$ cat src/rtl/pkmc_sdram_refresh_ctrl.sv
// Periodic SDRAM auto-refresh scheduler: interval timer, saturating pending count, PRE/AREF burst FSM.
// Optional PKMC_REFRESH_URGENT_EN adds the urgent output and batches requests until two refreshes are owed.
module pkmc_sdram_refresh_ctrl #(
  parameter int CLK_PER_REF = 390,
  parameter int T_RP        = 2,
  parameter int T_RFC       = 7,
  parameter int MAX_PEND    = 8,
  parameter int PEND_W      = 4
) (
  input  logic              clk,
  input  logic              rst_n,
  input  logic              enable,
  input  logic              refresh_ack,
  output logic              refresh_req,
  output logic              sdram_cs_n,
  output logic [2:0]        sdram_cmd,
  output logic              sdram_a10,
  output logic              busy,
  output logic [PEND_W-1:0] pend_cnt,
  output logic              ovf
`ifdef PKMC_REFRESH_URGENT_EN
  ,
  output logic              urgent
`endif
);

  localparam logic [2:0] CMD_NOP  = 3'b111;
  localparam logic [2:0] CMD_PRE  = 3'b010;
  localparam logic [2:0] CMD_AREF = 3'b001;

  localparam int CNT_W   = (CLK_PER_REF > 1) ? $clog2(CLK_PER_REF) : 1;
  localparam int TMR_MAX = (T_RFC > T_RP) ? T_RFC : T_RP;
  localparam int TMR_W   = $clog2(TMR_MAX + 1);

  typedef enum logic [2:0] {
    S_IDLE,
    S_REQ,
    S_PRE,
    S_WAIT_RP,
    S_AREF,
    S_WAIT_RFC,
    S_DONE
  } state_t;

  state_t             state;
  logic [CNT_W-1:0]   int_cnt;
  logic [TMR_W-1:0]   tmr;
  logic               tick;
  logic               aref_fire;
  logic               pend_max;
  logic               start_ok;
  logic [PEND_W-1:0]  pend_nxt;

  assign tick      = enable && (int_cnt == CNT_W'(CLK_PER_REF - 1));
  assign aref_fire = (state == S_AREF);
  assign pend_max  = (pend_cnt == PEND_W'(MAX_PEND));

  always_comb begin
    pend_nxt = pend_cnt;
    if (tick && !aref_fire && !pend_max)
      pend_nxt = pend_cnt + PEND_W'(1);
    else if (aref_fire && !tick && (pend_cnt != '0))
      pend_nxt = pend_cnt - PEND_W'(1);
  end

  always_ff @(posedge clk or negedge rst_n) begin
    if (!rst_n) begin
      int_cnt <= '0;
    end else if (enable) begin
      int_cnt <= tick ? '0 : int_cnt + CNT_W'(1);
    end
  end

  always_ff @(posedge clk or negedge rst_n) begin
    if (!rst_n) begin
      pend_cnt <= '0;
      ovf      <= 1'b0;
    end else begin
      pend_cnt <= pend_nxt;
      if (tick && !aref_fire && pend_max)
        ovf <= 1'b1;
    end
  end

`ifdef PKMC_REFRESH_URGENT_EN
  // urgent follows pend_nxt so it is aligned with the registered pend_cnt
  always_ff @(posedge clk or negedge rst_n) begin
    if (!rst_n)
      urgent <= 1'b0;
    else
      urgent <= (pend_nxt >= PEND_W'(MAX_PEND - 1));
  end
  assign start_ok = (pend_cnt != '0) && ((pend_cnt > PEND_W'(1)) || urgent);
`else
  assign start_ok = (pend_cnt != '0);
`endif

  always_ff @(posedge clk or negedge rst_n) begin
    if (!rst_n) begin
      state       <= S_IDLE;
      tmr         <= '0;
      refresh_req <= 1'b0;
      busy        <= 1'b0;
      sdram_cs_n  <= 1'b1;
      sdram_cmd   <= CMD_NOP;
      sdram_a10   <= 1'b0;
    end else begin
      sdram_cs_n <= 1'b1;
      sdram_cmd  <= CMD_NOP;
      sdram_a10  <= 1'b0;
      case (state)
        S_IDLE: begin
          if (start_ok) begin
            state       <= S_REQ;
            refresh_req <= 1'b1;
            busy        <= 1'b1;
          end
        end
        S_REQ: begin
          if (refresh_ack) begin
            state      <= S_PRE;
            sdram_cs_n <= 1'b0;
            sdram_cmd  <= CMD_PRE;
            sdram_a10  <= 1'b1;
          end
        end
        S_PRE: begin
          if (T_RP == 1) begin
            state      <= S_AREF;
            sdram_cs_n <= 1'b0;
            sdram_cmd  <= CMD_AREF;
          end else begin
            state <= S_WAIT_RP;
            tmr   <= TMR_W'(T_RP - 2);
          end
        end
        S_WAIT_RP: begin
          if (tmr == '0) begin
            state      <= S_AREF;
            sdram_cs_n <= 1'b0;
            sdram_cmd  <= CMD_AREF;
          end else begin
            tmr <= tmr - TMR_W'(1);
          end
        end
        S_AREF: begin
          // with no WAIT_RFC cycles the continue decision must see this AREF's decrement
          if (T_RFC == 1) begin
            if (pend_nxt != '0) begin
              state      <= S_AREF;
              sdram_cs_n <= 1'b0;
              sdram_cmd  <= CMD_AREF;
            end else begin
              state       <= S_DONE;
              refresh_req <= 1'b0;
            end
          end else begin
            state <= S_WAIT_RFC;
            tmr   <= TMR_W'(T_RFC - 2);
          end
        end
        S_WAIT_RFC: begin
          if (tmr != '0) begin
            tmr <= tmr - TMR_W'(1);
          end else if (pend_cnt != '0) begin
            state      <= S_AREF;
            sdram_cs_n <= 1'b0;
            sdram_cmd  <= CMD_AREF;
          end else begin
            state       <= S_DONE;
            refresh_req <= 1'b0;
          end
        end
        S_DONE: begin
          if (!refresh_ack) begin
            state <= S_IDLE;
            busy  <= 1'b0;
          end
        end
        default: begin
          state       <= S_IDLE;
          refresh_req <= 1'b0;
          busy        <= 1'b0;
        end
      endcase
    end
  end

endmodule
$ cat config.mk
export PLATFORM = sky130hd
export DESIGN_NAME = pkmc_sdram_refresh_ctrl
export DESIGN_NICKNAME = d
export VERILOG_FILES = /design/src/rtl/pkmc_sdram_refresh_ctrl.sv
export SDC_FILE = /design/constraint.sdc
export NUM_CORES = 1
export LEC_CHECK = 0
export ABC_AREA = 1
export BUFFER_PORTS_ARGS = -buffer_cell sky130_fd_sc_hd__clkbuf_2
export CAP_MARGIN = 30
export CORE_ASPECT_RATIO = 1.5
export CORE_MARGIN = 2
export CORE_UTILIZATION = 62
export DETAILED_ROUTE_END_ITERATION = 8
export GPL_TIMING_DRIVEN = 0
export HOLD_SLACK_MARGIN = 0.05
export PLACE_DENSITY_LB_ADDON = 0.3
export SYNTH_ARGS = -nofsm -noshare
export SYNTH_HDL_FRONTEND = slang
export SYNTH_SLANG_ARGS = --single-unit
$ cat constraint.sdc
create_clock -name clk -period 4.17 [get_ports clk]
set_input_delay 0.2085 -clock clk [delete_from_list [all_inputs] [get_ports clk]]
set_output_delay 0.2085 -clock clk [all_outputs]
set_load 0.02 [all_outputs]
### Word-level counts from Yosys, hierarchy flattened

Cells that the tools add are included.

* bitwise gates (word level): 2
* multiplexer cells: 31
* reduce and logical (&&, ||, !) cells: 21
* $add $sub $neg: 4
* equal/unequal tests: 16

Operator list (count)
* 2-to-1 mux 3 bit: 11
* one-hot mux 3 bit (7 select lines): 1
* != test 2 bit, second input constant: 8
* one-hot mux 3 bit (4 select lines): 1
* 2-to-1 mux 1 bit: 10
* OR reduction 5 bit: 2
* adder 9 x 1 -> 9 bit, second input constant: 1
* equality test 3 bit, second input constant: 3
* equality test 9 bit, second input constant: 1
* 2-to-1 mux 9 bit: 1
* one-hot mux 1 bit (3 select lines): 3
* one-hot mux 3 bit (3 select lines): 1
* 2-to-1 mux 4 bit: 2
* nonzero test 4 bit: 2
* equality test 3 x 2 -> 1 bit, second input constant: 2
* logical AND 1 bit: 6
* zero test 3 bit: 2
* AND reduction 3 bit: 2
* AND reduction 5 bit: 1
* adder 4 x 1 -> 4 bit, second input constant: 1
* equality test 4 bit, second input constant: 1
* AND reduction 4 bit: 1
* subtractor 4 x 1 -> 4 bit, second input constant: 1
* equality test 3 x 1 -> 1 bit, second input constant: 1
* other kinds (6): 9

* flip-flop bits (word level): 27
* logic and storage cells: 84
* input bits: 4

### Depth between registers and ports, before layout

Gate-level depths: netlist of the first run.

* depth after elaboration: 7
* depth in mapped cells: 14
* mapped depth without buffers: 14

### Worst setup path after synthesis of the first run

OpenSTA, ideal clock, no wires.

* kind: register -> register
* start: register int_cnt[1]
* end: register pend_cnt[3]
* arrival: 1.994 ns
* path buffers: 0
* data required time: 4.053 ns
* cell stages (with the launch flop): 14
* path slack: 2.059 ns
* cells stage by stage: dfrtp_1 -> inv_1 -> ha_1 -> inv_1 -> nor2_2 -> nand3_1 -> nor2_4 -> nand3_2 -> ha_1 -> a21oi_1 -> nand2_1 -> nand3b_1 -> nand3_1 -> nand2_1

* cells in the longest elaborated chain, start to end: 6
* elaborated cells between the ends (all ways): 9
* classes of those cells: eq/ne (1); mux (1); reduce/logical (7)

Ends and longest elaborated chain
* start, declared: RTL line 46 `logic [CNT_W-1:0] int_cnt;`
* start signal, assigned: RTL line 70 `int_cnt <= tick ? '0 : int_cnt + CNT_W'(1);`
* equality test 9 bit (*): RTL line 54 `assign tick = enable && (int_cnt == CNT_W'(CLK_PER_REF - 1));`
* logical AND 1 bit (*): RTL line 54
* zero test 1 bit: RTL line 62 `else if (aref_fire && !tick && (pend_cnt != '0))`
* logical AND 1 bit (2 in series): RTL line 62
* nonzero test 2 bit (no source line)
* end signal, assigned: RTL line 79 `pend_cnt <= pend_nxt;`
* end, declared: RTL line 19 `output logic [PEND_W-1:0] pend_cnt,`

Every way passes the cells marked *; elsewhere a longest branch is shown, timed or not.
A chain may end at the register's enable or synchronous reset.

### Worst setup path after layout of the first run

Ends and elaborated chain as after synthesis.

==> metrics.cfg, run 1 <==
[sta]
fmax_mhz=420
fin_skew_ns=0.00376
slew_headroom=0.581
fin_crit_ns=2.38
rsz0062_at_grt=false
setup_viol=0
drv_slew=0
fin_crit_sh=0.571
setup_tns_ns=0
worst_pin_slew_ns=0.628
hold_viol_final=0

[yosys]
async_reset_ff_frac=1.00
synth-xor-area-share=0.0171
syn-num-nets=193
yosys.area_share.simple=0.323
postSynthAreaPerCell_sq_um=8.46
ys.flop_type=dfrtp_1
ys.warnings.count=0
synth_edf_count=0
synth_top_family_by_area=simple AND/OR/NAND/NOR gates
synthAdderAreaFrac=0.0617
synth_mux_area_frac=0
synth-seq-cells=26
syn_inst=182
syn_area_sq_mm=0.00154
synth-compound-area-share=0.0983
synth_cell_types=33
ys_seq_area_frac=0.425

[place]
place.gp.congestion=0.825
placedCellCount=221
io_buffers=15
dp_hpwl_mm=2.30

[critical_path]
arrival_ns=2.61
end_kind=register
r2r-end=pend_cnt[3]
start_kind=register
cp_max_fo=6
r2r_setup_slack_ns=1.79
reg2reg_from=int_cnt[1]
crit_type=reg -> reg
worst_ep_required_time_ns=4.39
worstRegToRegCells=13

[die]
ios=16
die_x_microns=44.7
die_h_microns=65.0
design.core.area_sq_mm=0.00239
row_count=22
initial_core_util=0.643
die_area_sq_mm=0.00291

[worst_hold_path]
hold_end=int_cnt[1]
min_path_type=in -> reg
hold_depth=2
hold_path.startpoint=enable

[detailed_routing]
top_layer=met4
vias_per_cell=5.57
drtIter0Drc=24
wl_met2_mm=1.69
wl_met3_microns=53
route.detailed.drc=0
num_vias=1259
wl_met1_mm=1.15
ant_nets=0
wl_per_cell_microns=13.1
drtPass1Iterations=4
totalWireLength_mm=2.96

[grt]
grt_pass1_wl_mm=5.29
grt_pass1_vias=1260
grt-ovfl-total=0
antenna_found_initial=0
grt_max_degree=27
grt_use_total=0.244

[clock_network]
postCtsSetupRepairBufs=0
cts_tree=built
worst_skew_pair.late_latency_ns=0.31
path_clk_slew_ns=0.14
root_buffer=clkbuf_4
cts_sinks=26
cts_buffers=3
cts.path.max_buffers=2
h-tree-depth=1

[cells_and_area]
diodes=0
nNetsFinal=214
areaGrowthSynthToFinish_pct=10.9
drive_gt1_frac=0.277
post-route-util=0.713
fin_cells=226

[power]
p_int_mw=0.697
irDropWorstVdd_mv=0.431
seqPwrFrac=0.359
clockPowerShare=0.131
p_sw_mw=0.595
switching_share=0.460
p_leak_nw=0.845
p_comb_frac=0.510
p_per_area_mw_per_mm2=756

[flow_run]
cap_violations=0

[status]
status=finished, final reports clean

## Yosys cell counts, drive strengths merged (2+ instances only)
cell   number  area share
nor2       24       0.089
nand2      43        0.12
o21ai      11       0.045
inv        26       0.063
ha          6       0.049
nor3        3       0.013
nand4       4       0.020
a21oi      10       0.032
dfrtp      23        0.37
dfstp       3       0.051
buf         2       0.012
xor2        3       0.017
nand3      16       0.062
## sequential cells by signal, summed over array words and instances, names as in the netlist
signal,cells
int_cnt,9
pend_cnt,4
sdram_cmd,3
state,3
tmr,3
busy,1
ovf,1
refresh_req,1
sdram_a10,1
## routing by layer
metal / vias to the layer above / GRT usage
met3: 8 / 0.0195
met2: 20 / 0.442
li1: 629 / -
met1: 602 / 0.271
met5: - / 0
met4: 0 / 0.121
## cell type report
| type | instances | area (sq um) |
|---|---|---|
| Clock buffer | 3 | 22.5 |
| Fill cell | 200 | 687 |
| Inverter | 26 | 97.6 |
| Timing Repair Buffer | 16 | 85.1 |
| Sequential cell | 26 | 654 |
| Multi-Input combinational cell | 128 | 769 |
| Tap cell | 24 | 30.0 |
| Buffer | 2 | 18.8 |
| Clock inverter | 1 | 30.0 |
## per-stage QoR
| step | setup slack, ns | total power, mW | area [sq um] | hold WS, ns |
|---|---|---|---|---|
| 6_report | 1.79 | 1.29 | 1710 | 0.164 |
| 5_1_grt | 1.57 | 1.40 | 1710 | 0.174 |
| 4_1_cts | 1.77 | 1.30 | 1710 | 0.156 |
| 3_5_place_dp | 1.80 | 1.12 | 1650 | 0.252 |
| 3_3_place_gp | 1.91 | 1.08 | 1650 | 0.250 |
| 2_1_floorplan | 2.06 | 0.961 | 1540 | -0.0871 |
## critical path: stages (launching register included)
cell	delay, ns
dfrtp_1	0.41
inv_1	0.11
ha_1	0.16
inv_1	0.05
nor2_2	0.14
nand3_1	0.14
nor2_4	0.18
nand3_2	0.20
ha_1	0.38
a21oi_1	0.13
nand2_1	0.08
nand3b_1	0.18
nand3_1	0.09
nand2_1	0.05
## power by group through the flow
stage          sequential, mW  clock, mW  combinational (mW)
4_1_cts                 0.460      0.174               0.664
3_3_place_gp            0.458          0               0.625
5_1_grt                 0.473      0.181               0.749
2_1_floorplan           0.500          0               0.462
3_5_place_dp            0.464          0               0.657
6_report                0.463      0.169               0.659
## cells in the final DEF, fill, tap and decap left out, types with 7 or more instances in the layout
master / count
nand2_1: 35
a21oi_1: 10
inv_1: 20
dfrtp_1: 23
nor2_2: 7
nor2_1: 13
nand3_1: 13
clkbuf_2: 15
## cells by family (layout without fill, tap and decap cells)
kind of cell / Yosys count / count (layout)
simple gates: 93 / 93
buf+inv: 28 / 48
flops: 26 / 26
compound gates: 25 / 25
fa+ha+maj: 7 / 7
xor+xnor: 3 / 3
## how the worst max path moves through the flow
stage | cells past startpoint | end | from
after floorplan | 13 | pend_cnt[3] | int_cnt[1]
after global placement | 13 | pend_cnt[3] | int_cnt[1]
after detailed placement | 13 | pend_cnt[3] | int_cnt[1]
after CTS | 14 | pend_cnt[3] | int_cnt[1]
after global routing | 13 | pend_cnt[3] | int_cnt[1]
final | 13 | pend_cnt[3] | int_cnt[1]
## what timing repair did
action | 4_1_cts | 5_1_grt
resized for setup | 0 | 0
hold buffers | 1 | 0
hold endpoints to repair | 23 | 0
Note: power is estimated with default switching activity, not from simulation.
==> inputs of run 2 (changes only) <==
--- a/config.mk
+++ b/config.mk
@@ -5,12 +5,12 @@
 export SDC_FILE = /design/constraint.sdc
 export NUM_CORES = 1
 export LEC_CHECK = 0
-export ABC_AREA = 1
+export ABC_AREA = 0
 export BUFFER_PORTS_ARGS = -buffer_cell sky130_fd_sc_hd__clkbuf_2
 export CAP_MARGIN = 30
 export CORE_ASPECT_RATIO = 1.5
 export CORE_MARGIN = 2
-export CORE_UTILIZATION = 62
+export CORE_UTILIZATION = 52
 export DETAILED_ROUTE_END_ITERATION = 8
 export GPL_TIMING_DRIVEN = 0
 export HOLD_SLACK_MARGIN = 0.05
==> constraint.sdc (replaced) <==
create_clock -name clk -period 2 [get_ports clk]
set_input_delay 0.1 -clock clk [delete_from_list [all_inputs] [get_ports clk]]
set_output_delay 0.1 -clock clk [all_outputs]
set_load 0.02 [all_outputs]
==> run 2 against run 1 <==
Against the previous run: the flow now finishes with violations (setup timing); final area up 8.3%; global-route usage down 2.9 points; sequential share of layout area down 2.9 points; critical path type unchanged; largest power group unchanged.
==> metrics.cfg, run 2 <==
[cells_and_area]
top_register=int_cnt
fin_cells=223
areaGrowthSynthToFinish_pct=24.3
diodes=0
final_area_sq_mm=0.00185
final_cell_mix=23 x nand2_1, 22 x dfrtp_1, 14 x clkbuf_2
nNetsFinal=198
drive_gt1_frac=0.285
largest_reg_flops=9
reg_top3=int_cnt (9), pend_cnt (4)
final_common_cell=nand2_1

[die]
design.core.area_sq_mm=0.00271
die_x_microns=47.7
initial_core_util=0.550
die_h_microns=69.5
die_area_sq_mm=0.00331
row_count=23
ios=16

[critical_path]
end_kind=register
arrival_ns=2.42
start_kind=register
worstRegToRegCells=12
r2r-end=pend_cnt[3]
cpMaxStageDelayCell=dfrtp_1
cp_max_fo=3
setup.worst_path.end=pend_cnt[3]
path_cells=inv_2 -> ha_4 -> and4b_1 -> and4_1 -> buf_6 -> nand3_4 -> ha_1 -> a21oi_2 -> buf_6 -> nand3_4 -> o31ai_4 -> a21oi_2
cp-startpoint=int_cnt[1]
crit_type=reg -> reg
slowest_delay_ns=0.40
reg2reg_from=int_cnt[1]
r2r_setup_slack_ns=-0.27
worst_ep_required_time_ns=2.16

[sta]
drv_slew=0
fin_skew_ns=0.00663
fin_crit_sh=1.13
fin_crit_ns=2.27
fmax_mhz=441
worst_pin_slew_ns=0.627
slew_headroom=0.578
layout_setup_ws_ns=-0.266
setup_tns_ns=-0.736
setup_viol=3
hold_viol_final=0
rsz0062_at_grt=true

[power]
totalPowerFinal_mw=2.65
irDropWorstVdd_mv=0.838
p_per_area_mw_per_mm2=1430
p_leak_nw=0.831

[grt]
grt_pass1_vias=1264
grt-ovfl-total=0
grt_pass1_wl_mm=5.35
grt_use_total=0.214
antenna_found_initial=0
grt_max_degree=27

[detailed_routing]
vias_per_cell=5.64
drtPass1Iterations=4
wl_per_cell_microns=15.0
totalWireLength_mm=3.36
drtIter0Drc=23
route.detailed.drc=0
num_vias=1257
ant_nets=0

[clock_network]
h-tree-depth=1
cts_sinks=26
cts_tree=built
path_clk_slew_ns=0.09
cts_buffers=3
root_buffer=clkbuf_8
worst_skew_pair.late_latency_ns=0.27
cts.path.max_buffers=2

[yosys]
netlist.area_leader.share=0.387
synth_edf_count=0
syn_inst=158
postSynthAreaPerCell_sq_um=9.42
synthTopCellsByArea=dfrtp_1 39%, nand2_1 5.8%, dfstp_2 5.3%
ys.flop_type=dfrtp_1
yosysTopAreaCell=dfrtp_1
synthTopCellsByCount=23 x dfrtp_1, 23 x nand2_1, 13 x nor2_1
synth_cell_types=44
ys.warnings.count=0
ys_seq_area_frac=0.440
syn-num-nets=169
async_reset_ff_frac=1.00
synth-seq-cells=26
syn_area_sq_mm=0.00149

[place]
dp_hpwl_mm=2.23
placedCellCount=209
placed_area_sq_mm=0.00163
io_buffers=14
dp_slack_ns=-0.411
place.gp.congestion=0.868

[worst_hold_path]
hold_path.startpoint=enable
min_path_type=in -> reg

[flow_run]
cap_violations=0

[status]
status=complete, but fails checks
violations=setup timing

==> run 2: routing by layer <==
layer  wire (microns)  track usage
met3               50       0.0260
met2             1930        0.368
met1             1310        0.252
met5                0            0
met4               71       0.0901
==> run 2: cells by family (layout without fill, tap and decap cells) <==
family | count (synthesis) | in the layout | share of synthesized area
AOI/OAI and AO/OA | 32 | 32 | 0.138
xor gates and xnor gates | 10 | 10 | 0.0639
buffers and inverters | 15 | 43 | 0.0488
muxes | 3 | 3 | 0.0202
adders and majority gates | 8 | 8 | 0.0706
and+or+nand+nor | 64 | 64 | 0.219
DFF | 26 | 26 | 0.440
==> run 2: worst min path at each step <==
stage	cells after the start	end
after floorplan	0	busy
after global placement	1	sdram_a10
after global routing	2	int_cnt[0]
after CTS	2	int_cnt[0]
after detailed placement	1	int_cnt[6]
final	2	int_cnt[0]
==> run 2: critical path, delay by kind of cell, from the launching register on <==
family	cells	cell delay (ns)
flops	1	0.40
buf+inv	3	0.34
compound gates	3	0.37
simple gates	4	0.57
fa+ha+maj	2	0.47
==> run 2: metrics by stage <==
| stage | hold WS [ns] | utilization |
|---|---|---|
| detailed placement | 0.141 | 0.604 |
| finish | 0.0796 | 0.684 |
| CTS | 0.0680 | 0.654 |
| global route | 0.0776 | 0.684 |
| floorplan | -0.196 | - |
| global placement | 0.148 | 0.604 |
==> run 2: layout make-up <==
class | instances | area, sq um
fill | 233 | 856
timing repair buffer | 24 | 155
multi-input combinational | 117 | 865
clock buffer | 4 | 55.1
tap | 37 | 46.3
sequential | 26 | 656
buffer | 9 | 50.0
inverter | 6 | 22.5
==> run 2: where the power goes <==
group	switching (mW)	internal, mW	leakage [nW]
Combinational	0.812	0.562	0.486
Clock	0.155	0.176	0.0288
Sequential	0.219	0.729	0.316
==> run 2: what timing repair did <==
action,in CTS,in global routing
hold buffers,1,0
pin swaps,7,5
cloned,0,0
setup endpoints to repair,3,3
endpoints found under the hold margin,23,0
setup buffers,7,2
gates resized for setup,6,11
